===== config.mk =====
export PLATFORM = sky130hd
export DESIGN_NAME = memory_bus_arbiter
export DESIGN_NICKNAME = d
export VERILOG_FILES = /design/src/rtl/memory_bus_arbiter_pkg.sv /design/src/rtl/memory_bus_arbiter_rr_picker.sv /design/src/rtl/memory_bus_arbiter.sv
export SDC_FILE = /design/constraint.sdc
export NUM_CORES = 1
export LEC_CHECK = 0
export ABC_AREA = 1
export BUFFER_PORTS_ARGS = -buffer_cell sky130_fd_sc_hd__buf_2
export CORE_ASPECT_RATIO = 0.7
export CORE_MARGIN = 2
export CORE_UTILIZATION = 50
export DETAILED_ROUTE_END_ITERATION = 8
export PLACE_DENSITY_LB_ADDON = 0.12
export SYNTH_ARGS = -nofsm -noshare
export SYNTH_HDL_FRONTEND = slang
export SYNTH_HIERARCHICAL = 1
export SYNTH_SLANG_ARGS = --single-unit

===== constraint.sdc =====
create_clock -name i_clk -period 4.5 [get_ports i_clk]
set_input_delay 1.35 -clock i_clk [delete_from_list [all_inputs] [get_ports i_clk]]
set_output_delay 1.35 -clock i_clk [all_outputs]
set_load 0.005 [all_outputs]

===== src/rtl/memory_bus_arbiter_pkg.sv =====
// Shared definitions for the memory bus arbiter: size codes, FSM states, error data.
package memory_bus_arbiter_pkg;

  localparam logic [2:0]  BHW_WORD = 3'b100;
  localparam logic [2:0]  BHW_HALF = 3'b010;
  localparam logic [2:0]  BHW_BYTE = 3'b001;
  localparam logic [31:0] ERR_DATA = 32'h0;

  typedef enum logic {
    ST_IDLE = 1'b0,
    ST_WAIT = 1'b1
  } state_e;

  // A size code the memory understands; anything else would hang the bus.
  function automatic logic bhw_legal(input logic [2:0] bhw);
    return (bhw == BHW_WORD) || (bhw == BHW_HALF) || (bhw == BHW_BYTE);
  endfunction

endpackage


===== src/rtl/memory_bus_arbiter_rr_picker.sv =====
// Round-robin scan: first set pending bit starting at i_start, wrapping around.
module rr_picker #(
  parameter int N     = 3,
  parameter int IDX_W = 2
) (
  input  logic [N-1:0]     i_pending,
  input  logic [IDX_W-1:0] i_start,
  output logic             o_found,
  output logic [IDX_W-1:0] o_idx
);

  // Walk offsets from farthest to nearest so the nearest pending index wins.
  always_comb begin
    o_found = 1'b0;
    o_idx   = '0;
    for (int k = N - 1; k >= 0; k--) begin
      if (i_pending[(int'(i_start) + k) % N]) begin
        o_found = 1'b1;
        o_idx   = IDX_W'((int'(i_start) + k) % N);
      end
    end
  end

endmodule


===== src/rtl/memory_bus_arbiter.sv =====
// One-slot-per-master request buffer, round-robin grant, one bus transaction in flight.
module memory_bus_arbiter
  import memory_bus_arbiter_pkg::*;
#(
  parameter int NUM_MASTERS = 3,
  parameter int IDX_W       = 2
) (
  input  logic                      i_clk,
  input  logic                      i_rst,
  input  logic [NUM_MASTERS-1:0]    i_req_DV,
  input  logic [32*NUM_MASTERS-1:0] i_req_address,
  input  logic [32*NUM_MASTERS-1:0] i_req_data,
  input  logic [3*NUM_MASTERS-1:0]  i_req_bhw,
  input  logic [NUM_MASTERS-1:0]    i_req_write_notread,
  output logic [NUM_MASTERS-1:0]    o_rsp_DV,
  output logic [32*NUM_MASTERS-1:0] o_rsp_data,
  output logic                      o_bus_DV,
  output logic [31:0]               o_bus_address,
  output logic [31:0]               o_bus_data,
  output logic [2:0]                o_bus_bhw,
  output logic                      o_bus_write_notread,
  input  logic                      i_bus_DV,
  input  logic [31:0]               i_bus_data,
  output logic [IDX_W-1:0]          o_grant,
  output logic                      o_busy,
  output logic                      o_err
);

  state_e             state_q, state_d;
  logic [IDX_W-1:0]   grant_q, grant_d;
  logic               busy_q, busy_d;
  logic               err_q, err_d;
  logic               bus_dv_q, bus_dv_d;
  logic [31:0]        bus_addr_q, bus_addr_d;
  logic [31:0]        bus_data_q, bus_data_d;
  logic [2:0]         bus_bhw_q, bus_bhw_d;
  logic               bus_wr_q, bus_wr_d;

  logic [NUM_MASTERS-1:0] legal_pend;
  logic [NUM_MASTERS-1:0] err_set;
  logic [31:0]            slot_addr [NUM_MASTERS];
  logic [31:0]            slot_data [NUM_MASTERS];
  logic [2:0]             slot_bhw  [NUM_MASTERS];
  logic [NUM_MASTERS-1:0] slot_wr;

  logic               pick_found;
  logic [IDX_W-1:0]   pick_idx;
  logic [IDX_W-1:0]   pick_start;

  for (genvar gi = 0; gi < NUM_MASTERS; gi++) begin : g_slot
    logic        pend_q, pend_d;
    logic [31:0] addr_q, addr_d;
    logic [31:0] wdata_q, wdata_d;
    logic [2:0]  bhw_q, bhw_d;
    logic        wr_q, wr_d;
    logic        rsp_dv_q, rsp_dv_d;
    logic [31:0] rsp_data_q, rsp_data_d;
    logic        bus_done, bad_done, busy_after;

    assign bus_done   = (state_q == ST_WAIT) && i_bus_DV && (grant_q == IDX_W'(gi));
    assign bad_done   = pend_q && !bhw_legal(bhw_q);
    assign busy_after = pend_q && !bus_done && !bad_done;

    // Retire this cycle's completion first, then accept a new request into the freed slot.
    always_comb begin
      pend_d     = busy_after;
      addr_d     = addr_q;
      wdata_d    = wdata_q;
      bhw_d      = bhw_q;
      wr_d       = wr_q;
      rsp_dv_d   = bus_done || bad_done;
      rsp_data_d = rsp_data_q;
      if (bus_done) begin
        rsp_data_d = i_bus_data;
      end else if (bad_done) begin
        rsp_data_d = ERR_DATA;
      end
      if (i_req_DV[gi] && !busy_after) begin
        pend_d  = 1'b1;
        addr_d  = i_req_address[32*gi +: 32];
        wdata_d = i_req_data[32*gi +: 32];
        bhw_d   = i_req_bhw[3*gi +: 3];
        wr_d    = i_req_write_notread[gi];
      end
    end

    // Slot storage and this master's response register.
    always_ff @(posedge i_clk) begin
      if (i_rst) begin
        pend_q     <= 1'b0;
        addr_q     <= '0;
        wdata_q    <= '0;
        bhw_q      <= '0;
        wr_q       <= 1'b0;
        rsp_dv_q   <= 1'b0;
        rsp_data_q <= '0;
      end else begin
        pend_q     <= pend_d;
        addr_q     <= addr_d;
        wdata_q    <= wdata_d;
        bhw_q      <= bhw_d;
        wr_q       <= wr_d;
        rsp_dv_q   <= rsp_dv_d;
        rsp_data_q <= rsp_data_d;
      end
    end

    assign legal_pend[gi]              = pend_q && bhw_legal(bhw_q);
    assign err_set[gi]                 = (i_req_DV[gi] && busy_after) || bad_done;
    assign slot_addr[gi]               = addr_q;
    assign slot_data[gi]               = wdata_q;
    assign slot_bhw[gi]                = bhw_q;
    assign slot_wr[gi]                 = wr_q;
    assign o_rsp_DV[gi]                = rsp_dv_q;
    assign o_rsp_data[32*gi +: 32]     = rsp_data_q;
  end

  assign pick_start = (grant_q == IDX_W'(NUM_MASTERS - 1)) ? '0 : grant_q + 1'b1;

  rr_picker #(
    .N     (NUM_MASTERS),
    .IDX_W (IDX_W)
  ) u_picker (
    .i_pending (legal_pend),
    .i_start   (pick_start),
    .o_found   (pick_found),
    .o_idx     (pick_idx)
  );

  // Arbiter FSM: issue the picked slot from IDLE, then hold in WAIT until memory completes.
  always_comb begin
    state_d    = state_q;
    grant_d    = grant_q;
    busy_d     = busy_q;
    err_d      = err_q | (|err_set);
    bus_dv_d   = 1'b0;
    bus_addr_d = bus_addr_q;
    bus_data_d = bus_data_q;
    bus_bhw_d  = bus_bhw_q;
    bus_wr_d   = bus_wr_q;
    case (state_q)
      ST_IDLE: begin
        if (pick_found) begin
          for (int m = 0; m < NUM_MASTERS; m++) begin
            if (pick_idx == IDX_W'(m)) begin
              bus_addr_d = slot_addr[m];
              bus_data_d = slot_data[m];
              bus_bhw_d  = slot_bhw[m];
              bus_wr_d   = slot_wr[m];
            end
          end
          bus_dv_d = 1'b1;
          grant_d  = pick_idx;
          busy_d   = 1'b1;
          state_d  = ST_WAIT;
        end
      end
      ST_WAIT: begin
        if (i_bus_DV) begin
          busy_d  = 1'b0;
          state_d = ST_IDLE;
        end
      end
      default: begin
        busy_d  = 1'b0;
        state_d = ST_IDLE;
      end
    endcase
  end

  // FSM state and registered bus-side outputs.
  always_ff @(posedge i_clk) begin
    if (i_rst) begin
      state_q    <= ST_IDLE;
      grant_q    <= IDX_W'(NUM_MASTERS - 1);
      busy_q     <= 1'b0;
      err_q      <= 1'b0;
      bus_dv_q   <= 1'b0;
      bus_addr_q <= '0;
      bus_data_q <= '0;
      bus_bhw_q  <= '0;
      bus_wr_q   <= 1'b0;
    end else begin
      state_q    <= state_d;
      grant_q    <= grant_d;
      busy_q     <= busy_d;
      err_q      <= err_d;
      bus_dv_q   <= bus_dv_d;
      bus_addr_q <= bus_addr_d;
      bus_data_q <= bus_data_d;
      bus_bhw_q  <= bus_bhw_d;
      bus_wr_q   <= bus_wr_d;
    end
  end

  assign o_bus_DV            = bus_dv_q;
  assign o_bus_address       = bus_addr_q;
  assign o_bus_data          = bus_data_q;
  assign o_bus_bhw           = bus_bhw_q;
  assign o_bus_write_notread = bus_wr_q;
  assign o_grant             = grant_q;
  assign o_busy              = busy_q;
  assign o_err               = err_q;

endmodule

==> key figures, run 1 <==
Die
  – Die ar.: around 0.032 mm²
  – Core Area: 0.0300 mm²
  – Number of top-level pins: 414
  – Die Width: 213 µm
  – Row Count: 53
  – Die Y: 150 µm
  – Starting Density: 50.8%

GRT
  – Grt total ovfl: 0
  – Vias in the first global route: 14500
  – Largest net degree at the start of global routing: 158
  – Global-route wire length before repair: 78800 µm
  – Initial antenna violation count: 9
  – GRT Overall Usage: about 31%

Clocking
  – Root buf cell: clkbuf_16
  – Cts repair resizes: 0
  – Clock buffer count from CTS: 37
  – Clock buffer depth: 3
  – Number of setup buffers added after CTS: 0
  – Clock Pin Slew Worst Setup and Hold Paths: ~0.07 ns
  – Worst-Skew Late Latency: between 0.5 and 0.6 ns
  – CTS sink cnt: 380
  – Hold_buf cts: 0
  – H-tree depth reported by CTS: 2
  – TritonCTS clock tree: yes

Timing
  – Worst slew margin: 20.8%
  – RSZ-0062 raised after global routing: no
  – Final setup vio count: 0
  – Fin crit period: 3.84 ns
  – Hold slack: 0.456 ns
  – Crit share post-route: 85.4%
  – Slew Viols, Final: 0
  – Max Clock Freq: 0.260 GHz
  – Setup total negative slack: 0 ns
  – Hold Fails Final Rpt: 0
  – Worst-margin pin slew: 1.19 ns
  – Post-Route Skew: 0.0240 ns

Route
  – Met1 Routed Length: 23000 µm
  – Routed vias: 15700
  – Met3 wire length: 4350 µm
  – DRC viols: 0
  – Top sig layer: met5
  – DRT iter0 DRCs: 1407
  – Detailed Routing Iterations Pass 1: 6
  – Number of vias per cell: 5.72
  – Routed Antenna Nets: 0
  – DR WL met2: 22500 µm
  – Post-Route WL: 51600 µm
  – Drt wl/cell: 18.8 µm

Synthesis
  – Post-synth top area cell: dfxtp_1
  – Distinct cell type count after synthesis: 24
  – Synth Flop Type: dfxtp_1
  – Most common cell in the synthesized netlist: a21oi_1
  – Yosys reg bits: 380
  – Post-synthesis sequential area ratio: 49.9%
  – Netlist area before placement: 0.0152 mm²
  – Post-synth EDFFs: 0
  – Post-synth ARST share: 0%
  – Synth warnings: 6
  – Post-Syn Instances: 2011
  – Syn nets: 2256
  – Top cell type's share of synthesized area: between 40% and 50%
  – Area contributors post-synth: dfxtp_1 (50%), a21oi_1 (17%), nand3_1 (11%)
  – Average size of a mapped cell: 7.57 µm²
  – Most common library cells after synthesis: a21oi_1 (507), nand2_1 (402), dfxtp_1 (380)

Power
  – Max VDD drop: between 0.2 and 0.3 mV
  – Leakage power: 7.51 nW
  – Pwr per Cell Area: ~470 mW/mm²

Placed design
  – I/O Buffers: approximately 410
  – Cell count after placement: around 2700
  – Post-DP HPWL: 32700 µm
  – GP Congestion: 0.866

Setup path
  – Critical-path cell list: inv_2, nor2_4, ha_1, inv_2, nor2_1, nand2_1, nand2_1, nand3_1, nand2_1, nand2_1, nand2_4, nand2_2, buf_12, nand2_1, a21oi_1, a21oi_1, a21oi_1
  – Class of the most critical setup path: register to register
  – Delay-heaviest family, CP: simple AND/OR/NAND/NOR gates
  – CP arrival: 4.23 ns
  – Most frequent CP cell: nand2_1
  – CP required: 4.89 ns
  – Worst path max stage delay: 0.54 ns
  – Worst-path maximum fanout: 42
  – Crit-path slowest cell: inv_2
  – Crit path buf inv count: 3
  – Worst setup EP type: register
  – Worst setup SP type: register

Worst hold path
  – Worst Hold Class: register to register

Cells and area
  – Finished Layout Cells: 2742
  – Layout cell share with drive strength beyond 1: roughly 22%
  – Final Net Count: 2542
  – Filler Cell Count: 2789
  – P&R area growth vs syn: 21.2%

Outcome
  – Outcome: completed

Run
  – Max_cap viols: 0
==> sequential cells by signal (all words and copies together), names as in the netlist <==
register,cells
g_slot.addr_q,96
g_slot.rsp_data_q,96
g_slot.wdata_q,96
o_bus_address,32
o_bus_data,32
g_slot.bhw_q,9
g_slot.pend_q,3
g_slot.rsp_dv_q,3
g_slot.wr_q,3
o_bus_bhw,3
o_grant,2
o_bus_DV,1
o_bus_write_notread,1
o_busy,1
o_err,1
state_q,1
==> cell families after synthesis <==
logic type	synth area share [%]
AND/OR/NAND/NOR	23.7
AO/OA/AOI/OAI	19.6
flip-flops	49.9
buffers and inverters	6.50
adder cells (fa/ha/maj)	0.246
==> power breakdown <==
| part | internal, mW | switching, mW |
|---|---|---|
| combinational | 0.572 | 1.18 |
| clock | 1.78 | 1.31 |
| sequential | 3.71 | 0.191 |
==> routing by layer <==
layer	GRT usage [%]	up-vias
met2	46.5	692
met1	44.5	7395
met3	5.46	115
met4	13.0	2
li1	-	7471
met5	0	-
==> through the flow <==
| stage | cell area (µm²) | util, % | power (mW) | setup slack, ns |
|---|---|---|---|---|
| floorplan | 15200 | - | 4.98 | 1.53 |
| global placement | 17200 | 57.5 | 5.65 | 1.00 |
| detailed placement | 17200 | 57.5 | 5.69 | 0.816 |
| CTS | 18400 | 61.5 | 8.75 | 0.794 |
| global route | 18500 | 61.6 | 9.11 | 0.439 |
| finish | 18500 | 61.6 | 8.74 | 0.657 |
==> final timing paths <==
check | from | endpoint | slack [ns] | depth (start not counted)
worst min-delay path | g_slot[2].rsp_data_q[21] | g_slot[2].rsp_data_q[21] | 0.46 | 2
worst max-delay path | o_grant[0] | o_bus_data[13] | 0.66 | 17
worst min register to register | g_slot[2].rsp_data_q[21] | g_slot[2].rsp_data_q[21] | 0.46 | 2
worst max register to register | o_grant[0] | o_bus_data[13] | 0.66 | 17
==> placed cells by master (no fill, tap or decap), types with 3 or more instances in the layout <==
master,count
inv_2,6
clkbuf_1,9
ha_1,3
buf_12,5
nand3_1,349
buf_4,22
nor2_4,3
diode_2,8
clkbuf_16,39
nor2_1,15
a21oi_1,507
o21ai_0,75
clkinv_2,4
inv_1,28
clkbuf_8,8
nand2_2,8
nand2_1,400
nand4_1,33
buf_2,412
dfxtp_1,380
==> area by class of cell <==
| class | count | area (µm²) | area share [%] |
|---|---|---|---|
| Sequential cell | 380 | 7610 | 41.2 |
| Multi-Input combinational cell | 1404 | 6650 | 36.0 |
| Timing Repair Buffer | 440 | 2340 | 12.7 |
| Clock buffer | 56 | 1120 | 6.07 |
| Tap cell | 412 | 515 | 2.79 |
| Inverter | 34 | 128 | 0.691 |
| Clock inverter | 8 | 73.8 | 0.400 |
| Antenna cell | 8 | 20.0 | 0.108 |
==> worst register-to-register path: stages (launching register included) <==
cell and delay, ns:
dfxtp_1 0.35, inv_2 0.54, nor2_4 0.08, ha_1 0.39, inv_2 0.07, nor2_1 0.13, nand2_1 0.13, nand2_1 0.11
nand3_1 0.10, nand2_1 0.08, nand2_1 0.08, nand2_4 0.35, nand2_2 0.51, buf_12 0.38, nand2_1 0.10, a21oi_1 0.06
a21oi_1 0.15, a21oi_1 0.08
No activity file was read; power rests on OpenSTA's default activity.
==> run 2, diff against run 1 <==
--- a/config.mk
+++ b/config.mk
@@ -8,7 +8,7 @@
 export ABC_AREA = 1
 export BUFFER_PORTS_ARGS = -buffer_cell sky130_fd_sc_hd__buf_2
 export CORE_ASPECT_RATIO = 0.7
-export CORE_MARGIN = 2
+export CORE_MARGIN = 10
 export CORE_UTILIZATION = 50
 export DETAILED_ROUTE_END_ITERATION = 8
 export PLACE_DENSITY_LB_ADDON = 0.12
==> key figures, run 2 (same netlist as run 1, synthesis figures left out) <==
Route
  – Drt wl/cell: roughly 20 µm
  – Detailed Routing Iterations Pass 1: 6
  – Routed Antenna Nets: 0
  – Number of vias per cell: 5.74
  – Routed vias: 15800
  – Post-Route WL: 55800 µm
  – DRC viols: 0
  – DRT iter0 DRCs: 1684

Setup path
  – R2R cell count: 16
  – Worst path max stage delay: 0.67 ns
  – Crit path buf inv count: 4
  – Crit-path slowest cell: buf_4
  – Worst-path maximum fanout: 92
  – Delay-heaviest family, CP: buffers and inverters
  – Worst setup SP type: register
  – CP arrival: 3.83 ns
  – Most frequent CP cell: nand2_1
  – CP required: a little under 5 ns
  – Critical-path cell list: nor2_4, inv_1, ha_1, inv_2, nor2_1, nand2_1, nand2_1, nand3_1, nand2_1, nand2_1, nand2_2, buf_4, a21oi_4, buf_4, o21ai_0, a21oi_1
  – Worst setup EP type: register
  – Stages on the worst setup path: 16
  – Class of the most critical setup path: register to register

GRT
  – GRT Overall Usage: 27.9%
  – Grt total ovfl: 0
  – Initial antenna violation count: 9
  – Vias in the first global route: about 15000
  – Global-route wire length before repair: 86900 µm
  – Largest net degree at the start of global routing: 147

Timing
  – Fin crit period: 3.38 ns
  – Max Clock Freq: 0.296 GHz
  – Worst slew margin: between 15 and 20%
  – Final setup margin: 1.12 ns
  – Worst-margin pin slew: 1.27 ns
  – Post-Route Skew: roughly 0.021 ns
  – RSZ-0062 raised after global routing: no
  – Setup total negative slack: 0 ns
  – Slew Viols, Final: 0
  – Hold Fails Final Rpt: 0
  – Final setup vio count: 0
  – Crit share post-route: 75.0%

Power
  – Sw Ratio: 30.7%
  – Leakage power: 7.54 nW
  – Pwr per Cell Area: 479 mW/mm²
  – Psw: 2.72 mW
  – Reg power frac: 44.1%
  – Clock group share of total power: between 30% and 40%
  – Comb power frac: between 10% and 20%
  – Max VDD drop: between 0.2 and 0.3 mV
  – Cell internal pwr: 6.14 mW
  – Power consumption: between 8 and 9 mW

Cells and area
  – Commonest non-fill, non-tap cell in the layout: a21oi_1
  – Final Net Count: roughly 2500
  – Layout cell share with drive strength beyond 1: 22.6%
  – Seq. cell area: between 0.007 and 0.008 mm²
  – Finished Cell Area: 0.0185 mm²
  – P&R area growth vs syn: 21.4%
  – Footprint of the multi-input gates: 0.00665 mm²
  – Top flop regs: g_slot.addr_q: 96 flops, g_slot.rsp_data_q: 96 flops, g_slot.wdata_q: 96 flops
  – Most frequent cells in the layout: a21oi_1 (507), buf_2 (412), nand2_1 (400), dfxtp_1 (380), nand3_1 (349)
  – Filler Cell Count: ~2800
  – Finished Layout Cells: 2748

Die
  – Die Width: 229 µm
  – Die ar.: 0.0380 mm²
  – Die Y: 166 µm
  – Core Area: 0.0300 mm²
  – Row Count: 53
  – Starting Density: 50.7%
  – Number of top-level pins: 414

Clocking
  – Clock buffer count from CTS: 37
  – Hold_buf cts: 0
  – Root buf cell: clkbuf_16
  – TritonCTS clock tree: yes
  – Worst-Skew Late Latency: 0.54 ns
  – Cts repair resizes: 0
  – H-tree depth reported by CTS: 2
  – Clock buffer depth: 3
  – Clock Pin Slew Worst Setup and Hold Paths: 0.06 ns
  – CTS sink cnt: 380
  – Number of setup buffers added after CTS: 0

Run
  – Max_cap viols: 0

Placed design
  – Post-DP Area: 0.0172 mm²
  – Cell count after placement: around 2700
  – GP Congestion: just under 0.9
  – Post-DP HPWL: 36600 µm
  – Pre-CTS setup slack: 1.17 ns
  – I/O Buffers: slightly above 400

Worst hold path
  – Cell depth of the worst hold path: 2
  – Worst Hold Class: register to register

Outcome
  – Outcome: completed
[run 2: cell types whose count changed in the layout (fill, tap and decap cells not counted), sizes merged]
cell / delta
clkbuf: -2
clkinvlp: -2
bufinv: +2
clkinv: +2
buf: +5
diode: +1
[run 2: layer usage]
layer,track usage [%],wire [µm],vias to the layer above
met2,42.8,24900,793
met1,38.0,24100,7424
met4,9.77,1410,0
met5,0,0,-
li1,-,-,7480
met3,6.13,5350,84
[run 2: path summary, 6_finish.rpt]
path                                          startpoint                  endpoint  slack (ns)
worst min-delay path            g_slot[0].rsp_data_q[17]  g_slot[0].rsp_data_q[17]        0.46
worst max-delay path                          o_grant[1]            o_bus_data[10]        1.12
worst min register to register  g_slot[0].rsp_data_q[17]  g_slot[0].rsp_data_q[17]        0.46
worst max register to register                o_grant[1]            o_bus_data[10]        1.12
[run 2: per-stage QoR]
step                util (%)  hold WS [ns]
CTS                     61.5         0.459
finish                  61.6         0.458
floorplan                  -         0.439
detailed placement      57.4         0.450
global route            61.6         0.475
global placement        57.4         0.445
[run 2: area by class of cell]
class                   instances  area share [%]
well taps                     412            2.79
clock inverters                10           0.697
multi-input cells            1404            35.9
inverters                      34           0.690
repair buffers                445            12.7
clock buffers                  54            5.96
diodes                          9           0.122
flip-flops and latches        380            41.1
[run 2: worst min-delay path: cells and delay by family (launching register included)]
kind / cells / cell delay (ns)
DFF: 1 / 0.30
and+or+nand+nor: 1 / 0.06
AOI/OAI and AO/OA: 1 / 0.05
[run 2: power by group through the flow]
stage | registers, mW | logic [mW] | clock network [mW]
after floorplan | 3.94 | 1.03 | 0
after global placement | 3.97 | 1.70 | 0
after detailed placement | 3.97 | 1.74 | 0
after CTS | 3.90 | 1.74 | 3.23
after global routing | 3.94 | 1.93 | 3.36
final | 3.91 | 1.75 | 3.20
==> run 3, diff against run 2 <==
==> constraint.sdc (replaced) <==
create_clock -name i_clk -period 3.3 [get_ports i_clk]
set_input_delay 0.99 -clock i_clk [delete_from_list [all_inputs] [get_ports i_clk]]
set_output_delay 0.99 -clock i_clk [all_outputs]
set_load 0.005 [all_outputs]
==> key figures, run 3 (same netlist as run 1, synthesis figures left out) <==
Setup path
  – Worst-path maximum fanout: 30
  – Worst setup SP type: register
  – Worst r2r dst: o_bus_address[19]
  – R2r setup slk: 0.42 ns
  – CP required: 3.76 ns
  – Worst setup EP type: register
  – CP arrival: 3.34 ns
  – Reg2reg start: o_grant[0]
  – R2R cell count: 17
  – Class of the most critical setup path: register to register

Worst hold path
  – Hold Crit Start: g_slot[0].rsp_data_q[29]
  – Worst Hold Class: register to register
  – Cell depth of the worst hold path: 2
  – Hold endpoint: g_slot[0].rsp_data_q[29]

Power
  – Leakage power: about 7.7 nW
  – Pwr per Cell Area: 666 mW/mm²
  – Power consumption: ~12 mW
  – Max VDD drop: about 0.34 mV

Timing
  – Crit share post-route: 87.3%
  – Setup total negative slack: 0 ns
  – Slew Viols, Final: 0
  – Max Clock Freq: 0.347 GHz
  – Hold Fails Final Rpt: 0
  – Worst slew margin: a little over a third
  – Worst-margin pin slew: 0.973 ns
  – RSZ-0062 raised after global routing: no
  – Fin crit period: a little under 3 ns
  – Final setup margin: 0.419 ns
  – Post-Route Skew: 0.0180 ns
  – Final setup vio count: 0

Die
  – Core Area: 0.0300 mm²
  – Die Y: 166 µm
  – Die Width: 229 µm
  – Starting Density: about half
  – Number of top-level pins: ~410
  – Row Count: 53
  – Die ar.: 0.0380 mm²

Clocking
  – Clock buffer count from CTS: 38
  – Hold_buf cts: 0
  – Root buf cell: clkbuf_16
  – Number of setup buffers added after CTS: 0
  – Clock Pin Slew Worst Setup and Hold Paths: 0.06 ns
  – Cts repair resizes: 0
  – CTS sink cnt: 380
  – Worst-Skew Late Latency: 0.54 ns
  – Clock buffer depth: 3
  – TritonCTS clock tree: yes
  – H-tree depth reported by CTS: 2

Cells and area
  – P&R area growth vs syn: 23.1%
  – Top flop regs: g_slot.addr_q: 96 flops, g_slot.rsp_data_q: 96 flops, g_slot.wdata_q: 96 flops
  – Commonest non-fill, non-tap cell in the layout: a21oi_1
  – Most frequent cells in the layout: a21oi_1 (507), buf_2 (412), nand2_1 (400), dfxtp_1 (380), nand3_1 (349)
  – Final Net Count: 2553
  – Layout cell share with drive strength beyond 1: 22.9%
  – Finished Cell Area: 0.0187 mm²
  – Finished Layout Cells: 2757

GRT
  – Initial antenna violation count: 11
  – Largest net degree at the start of global routing: about 200
  – Grt total ovfl: 0
  – GRT Overall Usage: 27.5%
  – Vias in the first global route: 14900
  – Global-route wire length before repair: 85900 µm

Placed design
  – Post-DP Area: 0.0174 mm²
  – Post-DP HPWL: 36300 µm
  – GP Congestion: 0.902
  – I/O Buffers: 413
  – Cell count after placement: approximately 2700
  – Pre-CTS setup slack: between 0.4 and 0.5 ns

Route
  – Routed Antenna Nets: 0
  – Drt wl/cell: 20.0 µm
  – Number of vias per cell: 5.71
  – Routed vias: 15700
  – Post-Route WL: 55200 µm
  – DRC viols: 0
  – Detailed Routing Iterations Pass 1: 5
  – DRT iter0 DRCs: 1828

Run
  – Max_cap viols: 0

Outcome
  – Outcome: completed
==> run 3: worst max-delay path, stage by stage (launching register included) <==
cell	delay, ns
dfxtp_1	0.41
inv_2	0.08
nor2_4	0.12
inv_1	0.07
ha_1	0.27
nand2_1	0.10
o21ai_1	0.07
a21oi_1	0.21
o21ai_1	0.10
nand2_1	0.14
inv_2	0.10
nand2_2	0.23
buf_12	0.25
buf_12	0.20
nand2_1	0.08
a21oi_1	0.18
a21oi_1	0.06
a21oi_1	0.15
==> run 3: power by group <==
part | leakage, nW | internal (mW) | switching, mW
registers | 3.11 | 5.05 | 0.267
logic | 3.88 | 0.806 | 1.63
clock network | 0.668 | 2.89 | 1.83
total | 7.65 | 8.75 | 3.73
==> run 3: layout make-up <==
type                            instances  area (µm²)
Antenna cell                            9        22.5
Clock buffer                           54        1140
Clock inverter                         14         228
Fill cell                            2751       11300
Inverter                               34         128
Multi-Input combinational cell       1404        6650
Sequential cell                       380        7610
Tap cell                              412         515
Timing Repair Buffer                  450        2450
==> run 3: per-layer routing <==
metal  up-vias  GRT usage [%]  share of wire, %
met2       717           43.2                46
li1       7488              -                 -
met3        92           6.13               8.7
met4         4           9.19               2.5
met1      7441           36.9                43
met5         -              0             0.042
==> run 3: worst max path at each step <==
stage / slack, ns / startpoint / to
final: 0.42 / o_grant[0] / o_bus_address[19]
after detailed placement: 0.49 / o_grant[0] / o_bus_address[5]
after CTS: 0.47 / o_grant[0] / o_bus_address[19]
after floorplan: 0.33 / o_grant[1] / o_bus_data[13]
after global routing: 0.12 / g_slot[2].bhw_q[2] / o_bus_data[13]
after global placement: 0.60 / i_bus_DV / g_slot[2].wdata_q[11]
==> run 3: stage by stage <==
step | utilization (%) | hold WS [ns]
4_1_cts | 62.3 | 0.459
3_3_place_gp | 57.8 | 0.445
5_1_grt | 62.4 | 0.473
3_5_place_dp | 57.8 | 0.449
6_report | 62.4 | 0.457
2_1_floorplan | - | 0.439
